### src/rtl/counter_pkg.sv
// Shared constants and helpers for the synchronous counter primitive.
package counter_pkg;

  localparam logic MODE_FREE_RUN = 1'b0;
  localparam logic MODE_ONE_SHOT = 1'b1;

  localparam logic DIR_DOWN = 1'b0;
  localparam logic DIR_UP   = 1'b1;

  // Callers size the argument up with 32'(x) and cast the result back to their own width.
  function automatic logic [31:0] bin2gray(input logic [31:0] bin);
    return bin ^ (bin >> 1);
  endfunction

endpackage

### src/rtl/counter_next_calc.sv
// Combinational step logic: the value one count away from q in the current
// direction (wrapping at 0 / MODULO-1), terminal detection and the tc flag.
module counter_next_calc
  import counter_pkg::*;
#(
  parameter int WIDTH  = 4,
  parameter int MODULO = 16
) (
  input  logic [WIDTH-1:0] q_i,
  input  logic             up_dn_i,
  input  logic             en_i,
  input  logic             halted_i,
  output logic [WIDTH-1:0] q_step_o,
  output logic             at_term_o,
  output logic             tc_o
);

  localparam logic [WIDTH-1:0] MAX_V = WIDTH'(MODULO - 1);

  logic at_top;
  logic at_bot;

  assign at_top = (q_i == MAX_V);
  assign at_bot = (q_i == '0);

  always_comb begin
    q_step_o  = q_i;
    at_term_o = 1'b0;
    if (up_dn_i == DIR_UP) begin
      at_term_o = at_top;
      q_step_o  = at_top ? '0 : q_i + WIDTH'(1);
    end else begin
      at_term_o = at_bot;
      q_step_o  = at_bot ? MAX_V : q_i - WIDTH'(1);
    end
  end

  assign tc_o = en_i & ~halted_i & at_term_o;

endmodule

### src/rtl/param_sync_counter.sv
// Parametrised synchronous up/down counter with load, wrap pulse and one-shot halt.
// Define PARAM_SYNC_COUNTER_GRAY_OUT_EN to add the registered q_gray output.
module param_sync_counter
  import counter_pkg::*;
#(
  parameter int WIDTH  = 4,
  parameter int MODULO = 16
) (
  input  logic             clk,
  input  logic             reset,
  input  logic             en,
  input  logic             up_dn,
  input  logic             mode,
  input  logic             load,
  input  logic [WIDTH-1:0] load_val,
  output logic [WIDTH-1:0] q,
  output logic             tc,
  output logic             wrap,
  output logic             halted
`ifdef PARAM_SYNC_COUNTER_GRAY_OUT_EN
  ,
  output logic [WIDTH-1:0] q_gray
`endif
);

  localparam logic [WIDTH-1:0] MAX_V   = WIDTH'(MODULO - 1);
  // One extra bit so MODULO == 2**WIDTH stays representable in the clamp compare.
  localparam logic [WIDTH:0]   MOD_EXT = (WIDTH + 1)'(MODULO);

  logic [WIDTH-1:0] q_q, q_d;
  logic             wrap_q, wrap_d;
  logic             halted_q, halted_d;
  logic [WIDTH-1:0] q_step;
  logic [WIDTH-1:0] load_clamped;
  logic             at_term;

  counter_next_calc #(
    .WIDTH  (WIDTH),
    .MODULO (MODULO)
  ) u_next_calc (
    .q_i       (q_q),
    .up_dn_i   (up_dn),
    .en_i      (en),
    .halted_i  (halted_q),
    .q_step_o  (q_step),
    .at_term_o (at_term),
    .tc_o      (tc)
  );

  assign load_clamped = ({1'b0, load_val} < MOD_EXT) ? load_val : MAX_V;

  always_comb begin
    q_d      = q_q;
    wrap_d   = 1'b0;
    halted_d = halted_q;
    if (load) begin
      q_d      = load_clamped;
      halted_d = 1'b0;
    end else if (en && !halted_q) begin
      if (at_term && (mode == MODE_ONE_SHOT)) begin
        halted_d = 1'b1;
        wrap_d   = 1'b1;
      end else begin
        q_d    = q_step;
        wrap_d = at_term;
      end
    end
  end

  always_ff @(posedge clk) begin
    if (reset) begin
      q_q      <= '0;
      wrap_q   <= 1'b0;
      halted_q <= 1'b0;
    end else begin
      q_q      <= q_d;
      wrap_q   <= wrap_d;
      halted_q <= halted_d;
    end
  end

  assign q      = q_q;
  assign wrap   = wrap_q;
  assign halted = halted_q;

`ifdef PARAM_SYNC_COUNTER_GRAY_OUT_EN
  logic [WIDTH-1:0] q_gray_q;

  always_ff @(posedge clk) begin
    if (reset) q_gray_q <= '0;
    else       q_gray_q <= WIDTH'(bin2gray(32'(q_d)));
  end

  assign q_gray = q_gray_q;
`endif

endmodule

### config.mk
export PLATFORM = sky130hd
export DESIGN_NAME = param_sync_counter
export DESIGN_NICKNAME = d
export VERILOG_FILES = /design/src/rtl/counter_pkg.sv /design/src/rtl/counter_next_calc.sv /design/src/rtl/param_sync_counter.sv
export SDC_FILE = /design/constraint.sdc
export NUM_CORES = 1
export LEC_CHECK = 0
export BUFFER_PORTS_ARGS = -buffer_cell sky130_fd_sc_hd__buf_2
export CORE_AREA = 4 4 41 43
export CTS_CLUSTER_DIAMETER = 30
export CTS_CLUSTER_SIZE = 30
export DETAILED_ROUTE_END_ITERATION = 7
export DIE_AREA = 0 0 45 47
export PLACE_DENSITY = 0.71
export SYNTH_ARGS = -nofsm -noshare
export SYNTH_HDL_FRONTEND = slang
export SYNTH_SLANG_ARGS = --single-unit
export TNS_END_PERCENT = 1
### constraint.sdc
create_clock -name clk -period 2.4 [get_ports clk]
set_input_delay 0.72 -clock clk [delete_from_list [all_inputs] [get_ports clk]]
set_output_delay 0.72 -clock clk [all_outputs]
set_load 0.05 [all_outputs]
==> reports/results.ini, run 1 <==
[outcome]
status = complete, but fails checks
violations = negative setup slack

[placement]
routabilityCongestion = 0.8372
dpl.hpwl_um = 1012
placed_area_um2 = 639.4
portBuffers = 16
place_inst = 97
pre_cts_ws_ns = -0.1664

[drt]
routed-via-count = 549
first_pass_iters = 6
drt_first_iter_violations = 15
wl_per_cell_um = 12.60
drc = 0
ant_nets = 0
drt_wl_total_um = 1285
via_per_inst = 5.382

[worst_setup_path]
reg2reg_setup_slack_ns = 0.53
r2r_start = q[1]
crit_required_ns = 1.68
worstRegToRegCells = 8
start_kind = primary input
end_kind = output port
critPathMaxStageDelay_ns = 0.47
path_max_fanout = 2
crit_type = in2out
r2r_end = q[1]
path_cells = buf_6 > or4b_4 > and2_4 > nor2_4 > buf_8
cp_slowest_cell = or4b_4
arrival_ns = 1.69

[timing]
worst_clock_skew_ns = 0.0007666
worst_pin_slew_ns = 0.3957
rsz0062_at_grt = yes
fin_crit_sh_pct = 100.3
fin_hold_ws_ns = 0.5265
max_freq_ghz = 0.4153
drv_slew = 0
timing_hold_violations_final = 0
slew_headroom_pct = 72.94
setup_viol = 1
post-route-min-period_ns = 2.408
fin_ws_ns = -0.007920

[power_and_ir_drop]
p_leak_uw = 0.0003192
ir_worst_vdd_uv = 255.5
powerDensity_nw_per_um2 = 495.6
finalPower_uw = 344.7

[synth]
synthTopCellsByArea = dfxtp_1 (24%), a2111oi_0 (5.3%), a21oi_1 (5.1%)
synth_nets = 73
synth_edf_count = 0
synthArstFlopShare_pct = 0
ys_ff_latch = 6
syn_inst = 61
synth_area_leader_cell = dfxtp_1
synth_top_flop_cell = dfxtp_1
syn_area_um2 = 493.0
yosysWarnings = 0
avgSynthCellArea_um2 = 8.082
synth_cell_types = 32
synth_seq_area_share_pct = 24.37
yosysTopAreaCellShare_pct = 24.37

[final_layout]
syn_to_final_growth_pct = 41.12
antenna_cells = 0
fin_area_um2 = 695.7
drive_above_1_share_pct = 47.13
nets = 101
layout.cells.non_filler = 102

[clocking]
clock_tree.root_cell = clkbuf_4
clk_pin_slew_ns = 0.04
clk_path_buf_depth = 2
numCtsBuffers = 3
cts.sinks = 6
cts-htree-levels = 1
cts_tree = done
insertion_delay_ns = 0.24

[grt]
groute.usage.overall_pct = 13.78
grt_antenna_before_repair = 0
grt_pass1_wl_um = 2083
grt-ovfl-total = 0
grt_pass1_vias = 451
grt_max_degree = 13

[die]
die_h_um = 47
die_area_um2 = 2115
initial_utilization_pct = 37.88
core_area_um2 = 1301
ios = 17
rows = 13
die_w_um = 45

[hold_path]
min_path_type = reg2reg
hp-start = halted
hold_path_end = halted
hold_depth = 2

[job]
max_cap_violations = 0

==> cells in the mapped netlist, types with 2 or more instances <==
cell and n:
a2111oi_0 3, o21ai_0 5, inv_1 6, nor3_1 3, a21oi_1 5, ha_1 2, dfxtp_1 6, nand2_1 2
buf_2 2, nor2_1 5
==> cell families after synthesis <==
group,share of synthesized area [%]
simple gates,26.91
compound gates,30.96
buf+inv,8.883
flops,24.37
fa+ha+maj,5.075
xor+xnor,1.777
mux,2.031
==> how the worst max path moves through the flow <==
| stage | end | cells after the start | slack (ns) | start |
|---|---|---|---|---|
| final | tc | 5 | -0.008 | up_dn |
| after global routing | tc | 5 | -0.04 | up_dn |
| after CTS | tc | 5 | -0.04 | up_dn |
| after detailed placement | tc | 5 | -0.17 | up_dn |
| after global placement | tc | 5 | -0.15 | up_dn |
| after floorplan | tc | 4 | -0.14 | up_dn |
==> report_power, final <==
part | internal [µW] | switching (µW) | total, µW
combinational | 60.1 | 80.9 | 141
sequential | 107 | 3.99 | 111
clock | 56.6 | 36.5 | 93.1
total | 223 | 121 | 345
==> cells in the final DEF (no fill, tap or decap), drive strengths merged <==
cell      n
a2111oi   3
a21boi    1
a21o      1
a21oi     5
a221oi    1
and2      1
and3      1
buf      26
clkbuf    3
dfxtp     6
ha        2
inv       6
mux2i     1
nand2     2
nand2b    1
nand3b    1
nand4     1
nand4b    1
nor2      6
nor3      3
nor3b     1
nor4      1
o21ai     7
o221ai    1
o31ai     1
or2       1
or4       1
or4b      1
xnor2     1
==> metrics by stage <==
step | util, % | setup TNS (ns)
2_1_floorplan | - | -0.1446
3_3_place_gp | 49.13 | -0.1522
3_5_place_dp | 49.13 | -0.1664
4_1_cts | 52.12 | -0.03667
5_1_grt | 53.46 | -0.04365
6_report | 53.46 | -0.007920
==> registers in the layout, indices dropped and copies added (netlist names) <==
signal,flops
halted,1
wrap,1
q,4
==> layout make-up <==
cell class | instances | area, µm²
sequential | 6 | 120.1
tap | 15 | 18.77
timing repair buffer | 26 | 171.4
clock buffer | 3 | 22.52
inverter | 6 | 22.52
fill | 135 | 605.6
multi-input combinational | 46 | 340.3
==> worst max-delay path: cells and delay by family <==
kind	cells	cell delay (ns)
AND/OR/NAND/NOR	3	0.73
buffers and inverters	2	0.24
==> layer usage <==
layer / vias up / global-route usage, % / wire, µm
li1: 280 / - / -
met1: 249 / 19.68 / 596
met2: 20 / 18.36 / 560
met3: 0 / 6.513 / 129
met4: 0 / 3.509 / 0
met5: - / 0 / 0
==> timing repair <==
action | CTS | global route
endpoints found under the setup margin | 1 | 1
cloned | 0 | 0
gates resized for setup | 4 | 2
buffers inserted | 0 | 2
pin swaps | 2 | 2
hold buffers | 0 | 0
(Power assumes the default switching activity.)
==> inputs of run 2 (changes only) <==
--- a/config.mk
+++ b/config.mk
@@ -6,12 +6,12 @@
 export NUM_CORES = 1
 export LEC_CHECK = 0
 export BUFFER_PORTS_ARGS = -buffer_cell sky130_fd_sc_hd__buf_2
-export CORE_AREA = 4 4 41 43
+export CORE_AREA = 5 5 42 44
 export CTS_CLUSTER_DIAMETER = 30
 export CTS_CLUSTER_SIZE = 30
 export DETAILED_ROUTE_END_ITERATION = 7
-export DIE_AREA = 0 0 45 47
-export PLACE_DENSITY = 0.71
+export DIE_AREA = 0 0 47 49
+export PLACE_DENSITY = 0.69
 export SYNTH_ARGS = -nofsm -noshare
 export SYNTH_HDL_FRONTEND = slang
 export SYNTH_SLANG_ARGS = --single-unit
==> constraint.sdc (replaced) <==
create_clock -name clk -period 2.75 [get_ports clk]
set_input_delay 0.825 -clock clk [delete_from_list [all_inputs] [get_ports clk]]
set_output_delay 0.825 -clock clk [all_outputs]
set_load 0.05 [all_outputs]
==> run 2 against run 1 <==
Net effect: the run now ends clean; clock skew about the same; critical path depth unchanged; combinational power decreased by 27%; highest routed layer is now met4; flip-flop and latch count unchanged; routed wire length decreased by 7.6%; clock-buffer cell count unchanged; cell count decreased by 4.9%; largest power group unchanged.
==> reports/results.ini, run 2 (synthesis results as in run 1) <==
[timing]
fin_hold_ws_ns = 0.5209  ; was 0.5265 ns
drv_slew = 0  ; unchanged
setup_viol = 0  ; was 1
tns_ns = 0  ; was -0.007920 ns
rsz0062_at_grt = no  ; was yes
fin_crit_sh_pct = 97.81
worst_pin_slew_ns = 0.4428  ; was 0.3957 ns
timing_hold_violations_final = 0  ; unchanged
worst_clock_skew_ns = 0.0004974  ; was 0.0007666 ns
post-route-min-period_ns = 2.690
slew_headroom_pct = 69.72  ; was 72.94%
max_freq_ghz = 0.3718

[final_layout]
layout_common_cells = buf_2 (15), inv_1 (6), dfxtp_1 (6), o21ai_0 (5), a21oi_1 (5)  ; was buf_2 (14), buf_4 (10), dfxtp_1 (6)
final_common_cell = buf_2  ; unchanged
largest_register_ffs = 4  ; unchanged
layout.cells.non_filler = 97  ; was 102
fillCellCount = 149  ; was 135
drive_above_1_share_pct = 40.74  ; was 47.13%
syn_to_final_growth_pct = 29.70  ; was 41.12%
nets = 95  ; was 101
final-seq-area_um2 = 120.1  ; unchanged
fin_area_um2 = 639.4  ; was 695.7 µm²
multiInputGateArea_um2 = 337.8  ; was 340.3 µm²
antenna_cells = 0  ; unchanged

[grt]
grt_pass1_wl_um = 1938  ; was 2083 µm
grt-ovfl-total = 0  ; unchanged
grtUsageMet3_pct = 1.107  ; was 6.513%
gr-usage-met1_pct = 14.25  ; was 19.68%
grt_pass1_vias = 459  ; was 451
grt.busiest_layer = met2  ; was met1
grt_antenna_before_repair = 0  ; unchanged
groute.usage.overall_pct = 10.98  ; was 13.78%
grt_use_met2_pct = 17.19  ; was 18.36%
grt_max_degree = 13  ; unchanged

[worst_setup_path]
cp-startpoint = up_dn  ; unchanged
worstRegToRegCells = 8  ; unchanged
r2r_start = q[1]  ; unchanged
endpoint = tc  ; unchanged
end_kind = output port  ; unchanged
start_kind = primary input  ; unchanged
r2r_end = q[3]  ; was q[1]
crit_type = in2out  ; unchanged
arrival_ns = 1.86  ; was 1.69 ns
crit_required_ns = 1.93  ; was 1.68 ns
reg2reg_setup_slack_ns = 0.75  ; was 0.53 ns
path_max_fanout = 2  ; unchanged

[drt]
drc = 0  ; unchanged
routed-via-count = 510  ; was 549
ant_nets = 0  ; unchanged
first_pass_iters = 5  ; was 6
wl_per_cell_um = 12.24  ; was 12.60 µm
via_per_inst = 5.258  ; was 5.382
drt_wl_total_um = 1187  ; was 1285 µm
drt_first_iter_violations = 11  ; was 15

[placement]
place_inst = 94  ; was 97
portBuffers = 16  ; unchanged
dpl.hpwl_um = 941.2  ; was 1012 µm
routabilityCongestion = 0.7508  ; was 0.8372
placed_area_um2 = 610.6  ; was 639.4 µm²

[clocking]
cts_tree = done  ; unchanged
numCtsBuffers = 3  ; unchanged
holdBufCountCts = 0  ; unchanged
insertion_delay_ns = 0.23  ; was 0.24 ns
clock_tree.root_cell = clkbuf_4  ; unchanged
clk_pin_slew_ns = 0.04  ; about the same
clk_path_buf_depth = 2  ; unchanged
cts.sinks = 6  ; unchanged
cts-htree-levels = 1  ; unchanged

[job]
max_cap_violations = 0  ; unchanged

[power_and_ir_drop]
powerDensity_nw_per_um2 = 440.7  ; was 495.6 nW/µm²
ir_worst_vdd_uv = 198.0  ; was 255.5 µV
finalPower_uw = 281.8  ; was 344.7 µW
p_leak_uw = 0.0002882  ; was 0.0003192 µW

[die]
die_area_um2 = 2303  ; was 2115 µm²
die_h_um = 49  ; was 47 µm
core_area_um2 = 1401  ; was 1301 µm²
initial_utilization_pct = 35.18  ; was 37.88%
ios = 17  ; unchanged
die_w_um = 47  ; was 45 µm
rows = 14  ; was 13

[hold_path]
min_path_type = reg2reg  ; unchanged

[outcome]
status = completed  ; was complete, but fails checks

## run 2: changes by cell type in the layout (fill, tap and decap cells not counted), sizes merged
cell and delta:
buf -6
## run 2: worst min-delay path by stage
| stage | from | to | slack (ns) | cells after the start |
|---|---|---|---|---|
| 6_report | halted | halted | 0.52 | 2 |
| 5_1_grt | halted | halted | 0.55 | 2 |
| 4_1_cts | halted | halted | 0.53 | 2 |
| 3_5_place_dp | halted | halted | 0.52 | 2 |
| 3_3_place_gp | halted | halted | 0.51 | 2 |
| 2_1_floorplan | halted | halted | 0.73 | 2 |
## run 2: repair_timing
| action | in CTS | in global routing |
|---|---|---|
| endpoints found under the hold margin | 0 | 0 |
| setup endpoints to repair | 1 | 1 |
| pin swaps | 0 | 0 |
| setup buffers | 0 | 0 |
| gates resized for setup | 1 | 1 |
| cloned | 0 | 0 |
## run 2: final cells by class
type | instances | share of cell area (%)
Clock buffer | 3 | 3.523
Timing Repair Buffer | 20 | 18.20
Sequential cell | 6 | 18.79
Multi-Input combinational cell | 46 | 52.84
Tap cell | 16 | 3.131
Inverter | 6 | 3.523
## run 2: per-stage QoR
| stage | util [%] | worst slack [ns] |
|---|---|---|
| after detailed placement | 43.57 | -0.03391 |
| after global routing | 45.63 | 0.01612 |
| after global placement | 43.57 | -0.02582 |
| after floorplan | - | -0.004573 |
| final | 45.63 | 0.06030 |
| after CTS | 45.36 | 0.02741 |
## run 2: layer usage
layer	part of all wire, %	vias up	routed length, µm
li1	-	266	-
met1	44	232	517
met2	52	10	619
met3	3.3	2	39
met4	1.0	0	12
met5	0	-	0
## run 2: worst max-delay path: stages
cell and delay (ns):
buf_2 0.11, or4b_4 0.53, and2_4 0.16, nor2_4 0.07, buf_6 0.16
## run 2: power by group
group	switching, µW	internal (µW)
registers	9.29	93.1
clock network	27.3	49.1
logic	61.8	41.2
total	98.4	183
